File: src/rtl/bcd_cnt_arbiter.sv
// -----------------------------------------------------------------------------
// bcd_cnt_arbiter
//
// Sequencer that shares one reversible BCD counter between two requesters.
// Each requester posts a count job (start value, direction, step count). The
// block picks a winner round-robin while idle, loads the counter, steps it
// once per clock and reports the final value with a one-cycle done pulse.
//
// Ports
//   clk                 : clock, all state changes on the rising edge
//   res                 : asynchronous active-low reset
//   req0/req1           : job request levels, held until the matching gnt bit
//   start0/start1       : job start values (BCD digit)
//   dir0/dir1           : 0 = count up, 1 = count down
//   steps0/steps1       : number of counter steps
//   gnt                 : one-hot acknowledge, one cycle per accepted job
//   busy                : high whenever a job is in progress
//   done                : one-cycle pulse at job completion
//   done_id             : index of the requester whose job finished
//   result              : final counter value, held until the next done
//   err                 : with done, job rejected (start value out of range)
//   wrapped             : with done, counter wrapped at least once
//   Q                   : live counter value
// -----------------------------------------------------------------------------
module bcd_cnt_arbiter #(
  parameter int MAXV  = 9,
  parameter int MINV  = 0,
  parameter int STEPW = 4
) (
  input  logic             clk,
  input  logic             res,
  input  logic             req0,
  input  logic             req1,
  input  logic [3:0]       start0,
  input  logic [3:0]       start1,
  input  logic             dir0,
  input  logic             dir1,
  input  logic [STEPW-1:0] steps0,
  input  logic [STEPW-1:0] steps1,
  output logic [1:0]       gnt,
  output logic             busy,
  output logic             done,
  output logic             done_id,
  output logic [3:0]       result,
  output logic             err,
  output logic             wrapped,
  output logic [3:0]       Q
);

  localparam logic [3:0] MAX_C = 4'(MAXV);
  localparam logic [3:0] MIN_C = 4'(MINV);

  typedef enum logic [1:0] {
    IDLE = 2'd0,
    LOAD = 2'd1,
    RUN  = 2'd2,
    DONE = 2'd3
  } state_t;

  // Next counter value going up, wrapping at the upper bound.
  function automatic logic [3:0] bcd_up(input logic [3:0] q);
    if (q == MAX_C) begin
      return MIN_C;
    end else begin
      return q + 4'd1;
    end
  endfunction

  // Next counter value going down, wrapping at the lower bound.
  function automatic logic [3:0] bcd_down(input logic [3:0] q);
    if (q == MIN_C) begin
      return MAX_C;
    end else begin
      return q - 4'd1;
    end
  endfunction

  state_t           state_r;
  logic             last_r;      // requester served most recently
  logic             job_id_r;
  logic [3:0]       job_start_r;
  logic             job_dir_r;
  logic [STEPW-1:0] job_steps_r;
  logic [STEPW-1:0] rem_r;
  logic             wrap_r;

  logic             any_req_s;
  logic             win_s;
  logic [3:0]       sel_start_s;
  logic             sel_dir_s;
  logic [STEPW-1:0] sel_steps_s;
  logic             at_edge_s;

  // Round-robin winner: a tie goes to the requester not served last.
  always_comb begin
    any_req_s = req0 | req1;
    if (req0 && req1) begin
      win_s = ~last_r;
    end else if (req1) begin
      win_s = 1'b1;
    end else begin
      win_s = 1'b0;
    end
  end

  // Job fields of the current winner.
  always_comb begin
    if (win_s) begin
      sel_start_s = start1;
      sel_dir_s   = dir1;
      sel_steps_s = steps1;
    end else begin
      sel_start_s = start0;
      sel_dir_s   = dir0;
      sel_steps_s = steps0;
    end
  end

  // Counter sits on the wrap boundary for the latched direction.
  always_comb begin
    if (job_dir_r) begin
      at_edge_s = (Q == MIN_C);
    end else begin
      at_edge_s = (Q == MAX_C);
    end
  end

  // Sequencer FSM with all outputs registered.
  always_ff @(posedge clk or negedge res) begin
    if (!res) begin
      state_r     <= IDLE;
      last_r      <= 1'b1;
      job_id_r    <= 1'b0;
      job_start_r <= 4'd0;
      job_dir_r   <= 1'b0;
      job_steps_r <= {STEPW{1'b0}};
      rem_r       <= {STEPW{1'b0}};
      wrap_r      <= 1'b0;
      gnt         <= 2'b00;
      busy        <= 1'b0;
      done        <= 1'b0;
      done_id     <= 1'b0;
      result      <= 4'd0;
      err         <= 1'b0;
      wrapped     <= 1'b0;
      Q           <= 4'd0;
    end else begin
      // Pulse outputs default low; the states below raise them for one cycle.
      gnt     <= 2'b00;
      done    <= 1'b0;
      err     <= 1'b0;
      wrapped <= 1'b0;
      case (state_r)
        IDLE: begin
          if (any_req_s) begin
            job_id_r    <= win_s;
            job_start_r <= sel_start_s;
            job_dir_r   <= sel_dir_s;
            job_steps_r <= sel_steps_s;
            last_r      <= win_s;
            gnt         <= win_s ? 2'b10 : 2'b01;
            busy        <= 1'b1;
            state_r     <= LOAD;
          end else begin
            busy    <= 1'b0;
            state_r <= IDLE;
          end
        end
        LOAD: begin
          if (job_start_r > MAX_C) begin
            // Rejected job: the counter is left untouched.
            done    <= 1'b1;
            done_id <= job_id_r;
            result  <= 4'd0;
            err     <= 1'b1;
            wrapped <= 1'b0;
            state_r <= DONE;
          end else begin
            Q       <= job_start_r;
            rem_r   <= job_steps_r;
            wrap_r  <= 1'b0;
            state_r <= RUN;
          end
        end
        RUN: begin
          if (rem_r == {STEPW{1'b0}}) begin
            done    <= 1'b1;
            done_id <= job_id_r;
            result  <= Q;
            wrapped <= wrap_r;
            state_r <= DONE;
          end else begin
            if (job_dir_r) begin
              Q <= bcd_down(Q);
            end else begin
              Q <= bcd_up(Q);
            end
            if (at_edge_s) begin
              wrap_r <= 1'b1;
            end else begin
              wrap_r <= wrap_r;
            end
            rem_r   <= rem_r - {{(STEPW-1){1'b0}}, 1'b1};
            state_r <= RUN;
          end
        end
        DONE: begin
          busy    <= 1'b0;
          state_r <= IDLE;
        end
        default: begin
          busy    <= 1'b0;
          state_r <= IDLE;
        end
      endcase
    end
  end

endmodule

File: config.mk
export PLATFORM = sky130hd
export DESIGN_NAME = bcd_cnt_arbiter
export DESIGN_NICKNAME = d
export VERILOG_FILES = /design/src/rtl/bcd_cnt_arbiter.sv
export SDC_FILE = /design/constraint.sdc
export NUM_CORES = 1
export LEC_CHECK = 0
export CAP_MARGIN = 20
export CORE_ASPECT_RATIO = 0.6
export CORE_MARGIN = 2
export CORE_UTILIZATION = 45
export CTS_CLUSTER_SIZE = 30
export DETAILED_ROUTE_END_ITERATION = 10
export PLACE_DENSITY = 0.72
export SETUP_SLACK_MARGIN = 0.4
export SYNTH_ARGS = -nofsm -noshare
export SYNTH_HDL_FRONTEND = slang
export SYNTH_SLANG_ARGS = --single-unit
File: constraint.sdc
create_clock -name clk -period 2.77 [get_ports clk]
set_input_delay 0.4155 -clock clk [delete_from_list [all_inputs] [get_ports clk]]
set_output_delay 0.4155 -clock clk [all_outputs]
set_load 0.005 [all_outputs]
==> impl_metrics.yaml, run 1 <==
cts:
  clk_pin_slew_worst_paths_ps: 70
  clkLatencyLatePin_ps: 280
  clock-sinks: 33
  cts_tree: "built"
  cts.repair.resized: 0
  root_buffer: "clkbuf_8"
  postCtsSetupRepairBufs: 0
  ctsHtreeMaxLevel: 2
  cts_buffer_depth: 2
  holdBufCountCts: 0
  numCtsBuffers: 5
critical_path:
  critPathLaunch: "state_r[0]"
  max_stage_delay_ps: 570
  timing.rr.start: "state_r[0]"
  path_cells: "inv_1, ha_1, and4bb_4, a21oi_2, a21oi_4, mux2_1"
  required_ps: 2940
  r2r_slack_ps: 600
  rr_endpoint: "done_id"
  critPathSlowestCell: "ha_1"
  worstSetupPathType: "flop to flop"
  arrival_ps: 2330
  r2r_cells: 6
  crit_path_max_fanout: 19
  cp-start-kind: "flop"
  critPathCaptureType: "flop"
logic_synthesis:
  synth_cells: 174
  yosysUniqueCellTypes: 44
  synth_area_leader_cell: "dfrtp_1"
  ys_warn_count: 0
  synth_area_leaders: "dfrtp_1 45%, mux2i_1 8.3%, o21ai_0 5.8%"
  syn_nets: 201
  ys_ff_latch: 33
  synth_area_per_cell_um2: 10.3
  synth_top_area_share_pct: 44.5
  syn_area_um2: 1800
  seq_area_frac_synth_pct: 46.0
global_routing:
  grt_max_degree: 34
  grt_usage_pct: 17.6
  grt-ovfl-total: 0
  grt_pass1_wl_mm: 6.08
  antenna_found_initial: 0
  grt_pass1_vias: 1323
die:
  ios: 37
  die_w_um: 85.6
  start_util_pct: 48.1
  rows: 17
  die_height_um: 53.0
  die-area_um2: 4540
  fp.coreArea_um2: 3740
timing:
  finClkSkew_ps: 4.61
  setup_ws_ps: 604
  max_freq_ghz: 0.462
  finalHoldViolCount: 0
  worst_slew_pin_slew_ps: 633
  fin_tns_setup_ps: 0
  final_max_slew_viol_count: 0
  finalSetupViolations: 0
  timing.final.crit_period_ps: 2170
  slew_headroom_pct: 57.8
  hold_ws_ps: 482
  rsz0062_at_grt: "no"
  min_period_over_period_pct: 78.2
detailed_routing:
  drtPass1Iterations: 4
  wl_per_cell_um: 13.6
  ant_nets: 0
  vias: 1338
  routed_wl_mm: 3.49
  drcViolationCount: 0
  drtIter0Drc: 128
  vias_per_cell: 5.21
power_and_ir_drop:
  pwr_density_cell_nw_per_um2: 1140
  power_mw: 2.57
  p_leak_nw: 0.975
  peakVddDrop_v: 0.000490
cells_and_area:
  layout.nets: 236
  final_cells: 257
  diodes: 0
  fill_cells: 303
  area_growth_pct: 24.8
  final_util_pct: 60.0
  layout-drive-gt1-share_pct: 10.0
  stdcell_area_um2: 2250
min_path:
  hold_depth: 2
  min_path_type: "flop to flop"
  holdPathEnd: "busy"
  hp-start: "busy"
job:
  drv_cap: 0
placement:
  placedCellCount: 249
  placed_cell_area_um2: 2140
  gp_congestion: 0.831
  hpwl_mm: 2.59
  place_ws_ps: 592
  port_buffers: 36
run_status:
  status: "finished clean"
==> how the worst max path moves through the flow <==
| stage | cells after the start | slack (ps) | end |
|---|---|---|---|
| 6_report | 6 | 600 | done_id |
| 3_3_place_gp | 6 | 720 | done_id |
| 2_1_floorplan | 7 | 1100 | done_id |
| 3_5_place_dp | 6 | 590 | done_id |
| 5_1_grt | 6 | 440 | done_id |
| 4_1_cts | 6 | 580 | done_id |
==> cell families after synthesis <==
logic type | after synthesis | share of synthesized area [%]
XOR/XNOR | 2 | 0.974
buffers and inverters | 22 | 7.65
flip-flops | 33 | 46.0
AND/OR/NAND/NOR | 48 | 14.8
multiplexers | 16 | 8.97
AO/OA/AOI/OAI | 48 | 18.2
adder cells (fa/ha/maj) | 5 | 3.48
==> state kept, by name, indices dropped and copies added (netlist names), 2 cells and up <==
register and count:
Q 4, gnt 2, job_start_r 4, job_steps_r 4, rem_r 4, result 4
state_r 2
==> placed cells by master, fill, tap and decap left out, types with 5 or more instances in the layout <==
| cell type | Yosys | routed |
|---|---|---|
| a21oi_1 | 8 | 8 |
| mux2i_1 | 15 | 15 |
| ha_1 | 5 | 5 |
| clkbuf_8 | 1 | 7 |
| nand2_1 | 21 | 21 |
| inv_1 | 11 | 11 |
| clkdlybuf4s50_1 | 0 | 36 |
| nor2_1 | 7 | 7 |
| o21ai_0 | 21 | 20 |
| dfrtp_1 | 32 | 32 |
==> report_power, final <==
group | internal, mW | switching (mW) | total (mW)
logic | 0.611 | 0.588 | 1.20
clock network | 0.224 | 0.167 | 0.391
registers | 0.713 | 0.266 | 0.979
==> synthesized netlist by cell type (all sizes together) <==
library cell / count
nor2: 7
nand2b: 1
a21o: 3
a221oi: 1
nor3: 2
ha: 5
nor4b: 1
a311oi: 1
o2bb2ai: 1
nor3b: 2
or3b: 1
nand3b: 3
clkbuf: 4
o41ai: 1
mux2i: 15
o21bai: 1
dfstp: 1
nand4: 2
o211ai: 2
xnor2: 1
or2: 1
mux2: 1
nand4bb: 1
a21oi: 10
a32oi: 1
a211oi: 2
xor2: 1
and2: 2
and4bb: 1
inv: 11
o21ai: 21
dfrtp: 32
nand2: 21
a21boi: 2
buf: 7
nor2b: 3
o31ai: 2
==> final cells by class <==
class | instances | area [µm²] | area share, %
Multi-Input combinational cell | 119 | 835 | 37.2
Sequential cell | 33 | 827 | 36.8
Timing Repair Buffer | 39 | 383 | 17.0
Clock buffer | 7 | 96.3 | 4.29
Tap cell | 47 | 58.8 | 2.62
Inverter | 11 | 41.3 | 1.84
Clock inverter | 1 | 5.00 | 0.223
==> worst max-delay path, delay by kind of cell, from the launching register on <==
family	cells	cell delay, ps
adders and majority gates	1	570
DFF	1	400
and+or+nand+nor	1	370
muxes	1	340
AOI/OAI and AO/OA	2	270
buffers and inverters	1	90
==> routing by layer <==
metal  share of wire, %  track usage (%)  wire [µm]  vias up
met5                  0                0          0        -
met4                  0             6.35          0        0
met3                6.3             4.52        221        0
met2                 45             28.0       1570       47
met1                 49             23.6       1700      614
li1                   -                -          -      677
No activity file was read; power rests on OpenSTA's default activity.
==> run 2: changes to the inputs <==
--- a/config.mk
+++ b/config.mk
@@ -11,7 +11,7 @@
 export CORE_UTILIZATION = 45
 export CTS_CLUSTER_SIZE = 30
 export DETAILED_ROUTE_END_ITERATION = 10
-export PLACE_DENSITY = 0.72
+export PLACE_DENSITY = 0.74
 export SETUP_SLACK_MARGIN = 0.4
 export SYNTH_ARGS = -nofsm -noshare
 export SYNTH_HDL_FRONTEND = slang
==> constraint.sdc (replaced) <==
create_clock -name clk -period 1.9 [get_ports clk]
set_input_delay 0.285 -clock clk [delete_from_list [all_inputs] [get_ports clk]]
set_output_delay 0.285 -clock clk [all_outputs]
set_load 0.005 [all_outputs]
==> run 2 against run 1 <==
Compared with the run above:
- clock power up 77%
- maximum frequency up 34%
- worst setup slack worse by 320 ps
- total power rose by 80%
- via count up 13%
- flip-flop and latch count unchanged
- non-clock buffer count grew 20
- register-to-register slack got worse by 320 ps
- core utilization is 8.1 points higher
- worst hold slack got worse by 94 ps
- design area up 14%
- critical path type unchanged
- critical endpoint is now rem_r[3]
==> impl_metrics.yaml, run 2 (synthesized netlist as in run 1, its figures left out) <==
run_status:
  status: "finished clean"
power_and_ir_drop:
  power.switching_fraction_pct: 39.4
  p_sw_mw: 1.82
  peakVddDrop_v: 0.000865
  p_leak_nw: 1.09
  power_frac_clock_pct: 15.0
  combinationalPowerShare_pct: 56.3
  pwr_density_cell_nw_per_um2: 1810
  intPower_mw: 2.80
  p_seq_share_pct: 28.7
cts:
  cts_tree: "built"
  holdBufCountCts: 0
  clock-sinks: 33
  root_buffer: "clkbuf_8"
  numCtsBuffers: 5
  cts_buffer_depth: 2
  ctsHtreeMaxLevel: 2
  clk_pin_slew_worst_paths_ps: 70
  clkLatencyLatePin_ps: 290
global_routing:
  grt_pass1_wl_mm: 6.48
  grt-ovfl-total: 0
  antenna_found_initial: 0
  grt_usage_pct: 19.2
  grt_max_degree: 34
  grt_pass1_vias: 1447
cells_and_area:
  final_cells: 278
  fill_cells: 274
  area_growth_pct: 41.7
  layout-drive-gt1-share_pct: 25.1
  layout.nets: 257
  final_common_cell: "clkdlybuf4s50_1"
  layout_common_cells: "36 x clkdlybuf4s50_1, 27 x dfrtp_1, 20 x nand2_1, 19 x o21ai_0, 19 x buf_4"
  diodes: 0
timing:
  rsz0062_at_grt: "yes"
  timing.final.crit_period_ps: 1620
  min_period_over_period_pct: 85.2
  finalSetupViolations: 0
  final_max_slew_viol_count: 0
  slew_headroom_pct: 72.0
  max_freq_ghz: 0.618
  worst_slew_pin_slew_ps: 420
  fin_tns_setup_ps: 0
  finClkSkew_ps: 6.90
  finalHoldViolCount: 0
die:
  die-area_um2: 4540
  die_height_um: 53.0
  die_w_um: 85.6
  ios: 37
  start_util_pct: 48.1
  fp.coreArea_um2: 3740
  rows: 17
placement:
  gp_congestion: 0.826
  port_buffers: 36
  hpwl_mm: 2.62
  placedCellCount: 252
critical_path:
  path_cells: "inv_1, ha_4, o211ai_4, nand4_1, o21ai_0, a221oi_2"
  rr_endpoint: "rem_r[3]"
  critPathSlowestCell: "dfrtp_1"
  timing.rr.start: "state_r[1]"
  cp_top_family: "compound AO/OA/AOI/OAI gates"
  worst-path-buf-inv: 1
  worstSetupPathType: "flop to flop"
  r2r_cells: 6
  max_stage_delay_ps: 410
  required_ps: 2090
  arrival_ps: 1810
  critPathCaptureType: "flop"
  r2r_slack_ps: 280
  crit_path_max_fanout: 5
  cp-start-kind: "flop"
detailed_routing:
  wl_met2_mm: 2.10
  drtPass1Iterations: 4
  top_layer: "met4"
  vias_per_cell: 5.44
  vias: 1511
  drtIter0Drc: 81
  routed-wl-met3_um: 258
  drcViolationCount: 0
  ant_nets: 0
  routed_wl_mm: 4.49
  wl_met1_mm: 1.99
  wl_per_cell_um: 16.1
job:
  drv_cap: 0
min_path:
  min_path_type: "input pin to asynchronous set/reset pin"
==> run 2: power groups by stage <==
stage,clock [mW],sequential [mW],combinational (mW)
final,0.692,1.33,2.60
after floorplan,0,1.26,1.49
after global routing,0.733,1.37,2.84
after global placement,0,1.40,1.76
after detailed placement,0,1.43,1.83
after CTS,0.703,1.30,2.19
==> run 2: timing repair <==
item,4_1_cts,5_1_grt
setup endpoints to repair,20,15
resized for setup,10,20
pin swaps,0,4
gates cloned,1,0
setup buffers,11,6
==> run 2: how the worst max path moves through the flow <==
| stage | from | endpoint | slack [ps] | depth (start not counted) |
|---|---|---|---|---|
| floorplan | state_r[0] | done_id | 250 | 7 |
| global placement | state_r[0] | done_id | 290 | 6 |
| detailed placement | req1 | job_start_r[3] | 180 | 5 |
| CTS | state_r[0] | done_id | 330 | 6 |
| global route | state_r[1] | rem_r[3] | 240 | 6 |
| finish | state_r[1] | rem_r[3] | 280 | 6 |
==> run 2: cell type report <==
class	count	area, µm²	share of cell area (%)
multi-input cells	120	952	37.3
clock inverters	1	30.0	1.18
inverters	11	41.3	1.62
repair buffers	59	548	21.5
clock buffers	7	86.3	3.39
flip-flops and latches	33	833	32.7
well taps	47	58.8	2.31
==> run 2: routing by layer <==
metal  vias up  GRT usage [%]
li1        723              -
met1       720           22.7
met2        52           32.9
met3        16           5.46
met4         0           9.26
met5         -              0
==> run 2: stage by stage <==
step | total power [mW] | util, % | area, µm² | hold WS [ps] | setup slack (ps)
global route | 4.94 | 68.1 | 2550 | 447 | 237
detailed placement | 3.25 | 58.0 | 2170 | 466 | 184
CTS | 4.20 | 64.4 | 2410 | 405 | 329
finish | 4.62 | 68.1 | 2550 | 388 | 281
global placement | 3.15 | 58.0 | 2170 | 457 | 293
floorplan | 2.75 | - | 1800 | -10.6 | 246
==> run 2: worst reg2reg max path, stage by stage, from the launching register on <==
cell and delay, ps:
dfrtp_1 410, inv_1 180, ha_4 240, o211ai_4 150, nand4_1 130, o21ai_0 150
a221oi_2 270
==> run 3: changes to the inputs <==
--- a/config.mk
+++ b/config.mk
@@ -7,11 +7,10 @@
 export LEC_CHECK = 0
 export CAP_MARGIN = 20
 export CORE_ASPECT_RATIO = 0.6
-export CORE_MARGIN = 2
-export CORE_UTILIZATION = 45
+export CORE_UTILIZATION = 46
 export CTS_CLUSTER_SIZE = 30
 export DETAILED_ROUTE_END_ITERATION = 10
-export PLACE_DENSITY = 0.74
+export PLACE_DENSITY = 0.76
 export SETUP_SLACK_MARGIN = 0.4
 export SYNTH_ARGS = -nofsm -noshare
 export SYNTH_HDL_FRONTEND = slang
==> run 3 against run 2 <==
Compared with the run above:
- register-to-register slack better by 50 ps
- cell count increased by 1.1%
- design area increased by 0.20%
- worst setup slack improved by 49 ps
- die area decreased by 8.0%
- critical endpoint is now done_id
- largest cell class unchanged
==> impl_metrics.yaml, run 3 (synthesized netlist as in run 1, its figures left out) <==
run_status:
  status: "finished clean"
timing:
  hold_ws_ps: 386
  max_freq_ghz: 0.637
  slew_headroom_pct: 71.7
  final_max_slew_viol_count: 0
  finClkSkew_ps: 7.43
  setup_ws_ps: 330
  fin_tns_setup_ps: 0
  rsz0062_at_grt: "yes"
  finalHoldViolCount: 0
  min_period_over_period_pct: 82.6
  worst_slew_pin_slew_ps: 424
  timing.final.crit_period_ps: 1570
  finalSetupViolations: 0
global_routing:
  grt-ovfl-total: 0
  use_met3_pct: 6.00
  top_usage_layer: "met2"
  gr-usage-met1_pct: 28.5
  grt_pass1_wl_mm: 6.67
  grt_use_met2_pct: 35.2
  grt_usage_pct: 21.8
  grt_max_degree: 34
  grt_pass1_vias: 1455
  antenna_found_initial: 0
placement:
  hpwl_mm: 2.61
  gp_congestion: 0.779
  placedCellCount: 252
  port_buffers: 36
  place_ws_ps: 238
detailed_routing:
  drtPass1Iterations: 4
  drtIter0Drc: 120
  vias: 1535
  routed_wl_mm: 4.37
  vias_per_cell: 5.46
  ant_nets: 0
  drcViolationCount: 0
  wl_per_cell_um: 15.6
cts:
  cts_buffer_depth: 2
  cts_tree: "built"
  clk_pin_slew_worst_paths_ps: 70
  clkLatencyLatePin_ps: 290
  root_buffer: "clkbuf_8"
  holdBufCountCts: 0
  clock-sinks: 33
  ctsHtreeMaxLevel: 2
  numCtsBuffers: 5
critical_path:
  cp-start-kind: "flop"
  max_stage_delay_ps: 450
  rr_endpoint: "done_id"
  r2r_slack_ps: 330
  arrival_ps: 1750
  worstSetupPathType: "flop to flop"
  required_ps: 2080
  critPathSlowestCell: "dfrtp_2"
  cp_common_cell: "a21oi_4"
  crit_path_max_fanout: 4
  critPathLaunch: "state_r[0]"
  r2r_cells: 6
  critPathCaptureType: "flop"
  path_cells: "inv_4, ha_4, and4bb_4, a21oi_4, a21oi_4, mux2_4"
  timing.rr.start: "state_r[0]"
die:
  die_w_um: 82.7
  ios: 37
  rows: 17
  die_height_um: 50.4
  die-area_um2: 4170
  start_util_pct: 48.6
  fp.coreArea_um2: 3700
cells_and_area:
  fill_cells: 280
  diodes: 0
  final_common_cell: "clkdlybuf4s50_1"
  area_growth_pct: 42.0
  layout-drive-gt1-share_pct: 27.4
  layout.nets: 260
  layout_common_cells: "36 x clkdlybuf4s50_1, 26 x dfrtp_1, 20 x o21ai_0, 20 x nand2_1, 20 x buf_4"
  final_cells: 281
job:
  drv_cap: 0
min_path:
  min_path_type: "input pin to asynchronous set/reset pin"
power_and_ir_drop:
  power_mw: 4.53
  peakVddDrop_v: 0.000868
  p_leak_nw: 1.10
  pwr_density_cell_nw_per_um2: 1770
run 3: through the flow:
| stage | util [%] | instance area, µm² |
|---|---|---|
| floorplan | - | 1800 |
| global placement | 58.7 | 2170 |
| detailed placement | 58.7 | 2170 |
| CTS | 64.3 | 2380 |
| global route | 69.0 | 2550 |
| finish | 69.0 | 2550 |
run 3: timing repair:
item,in CTS,in global routing
endpoints found under the setup margin,20,15
pin swaps,0,9
resized for setup,12,22
setup buffers,9,11
gates cloned,1,0
run 3: area by class of cell:
type | instances | area, µm² | area share, %
Multi-Input combinational cell | 120 | 950 | 37.2
Inverter | 11 | 43.8 | 1.71
Timing Repair Buffer | 62 | 578 | 22.6
Tap cell | 47 | 58.8 | 2.30
Clock buffer | 8 | 90.1 | 3.53
Sequential cell | 33 | 835 | 32.7
run 3: worst max-delay path by stage:
stage          slack (ps)              to  depth (start not counted)
5_1_grt               250            Q[2]                          5
6_report              330         done_id                          6
2_1_floorplan         250         done_id                          7
3_5_place_dp          240  job_start_r[1]                          5
4_1_cts               310         done_id                          6
3_3_place_gp          310         done_id                          6
run 3: critical path: cells and delay by family, from the launching register on:
family                     cells  cell delay [ps]
AOI/OAI and AO/OA              2              210
DFF                            1              450
and+or+nand+nor                1              280
adders and majority gates      1              140
muxes                          1              310
buffers and inverters          1               80
run 3: per-layer routing:
layer  part of all wire (%)  vias to the layer above
met5                      0                        -
met4                    1.3                        0
met3                    6.7                        9
met2                     49                       64
met1                     43                      734
li1                       -                      728
run 3: power breakdown:
part           internal (mW)  switching (mW)  leakage [nW]  total [mW]
Sequential              1.05           0.293         0.403        1.35
Combinational           1.37            1.26         0.647        2.63
Clock                  0.295           0.257        0.0455       0.553
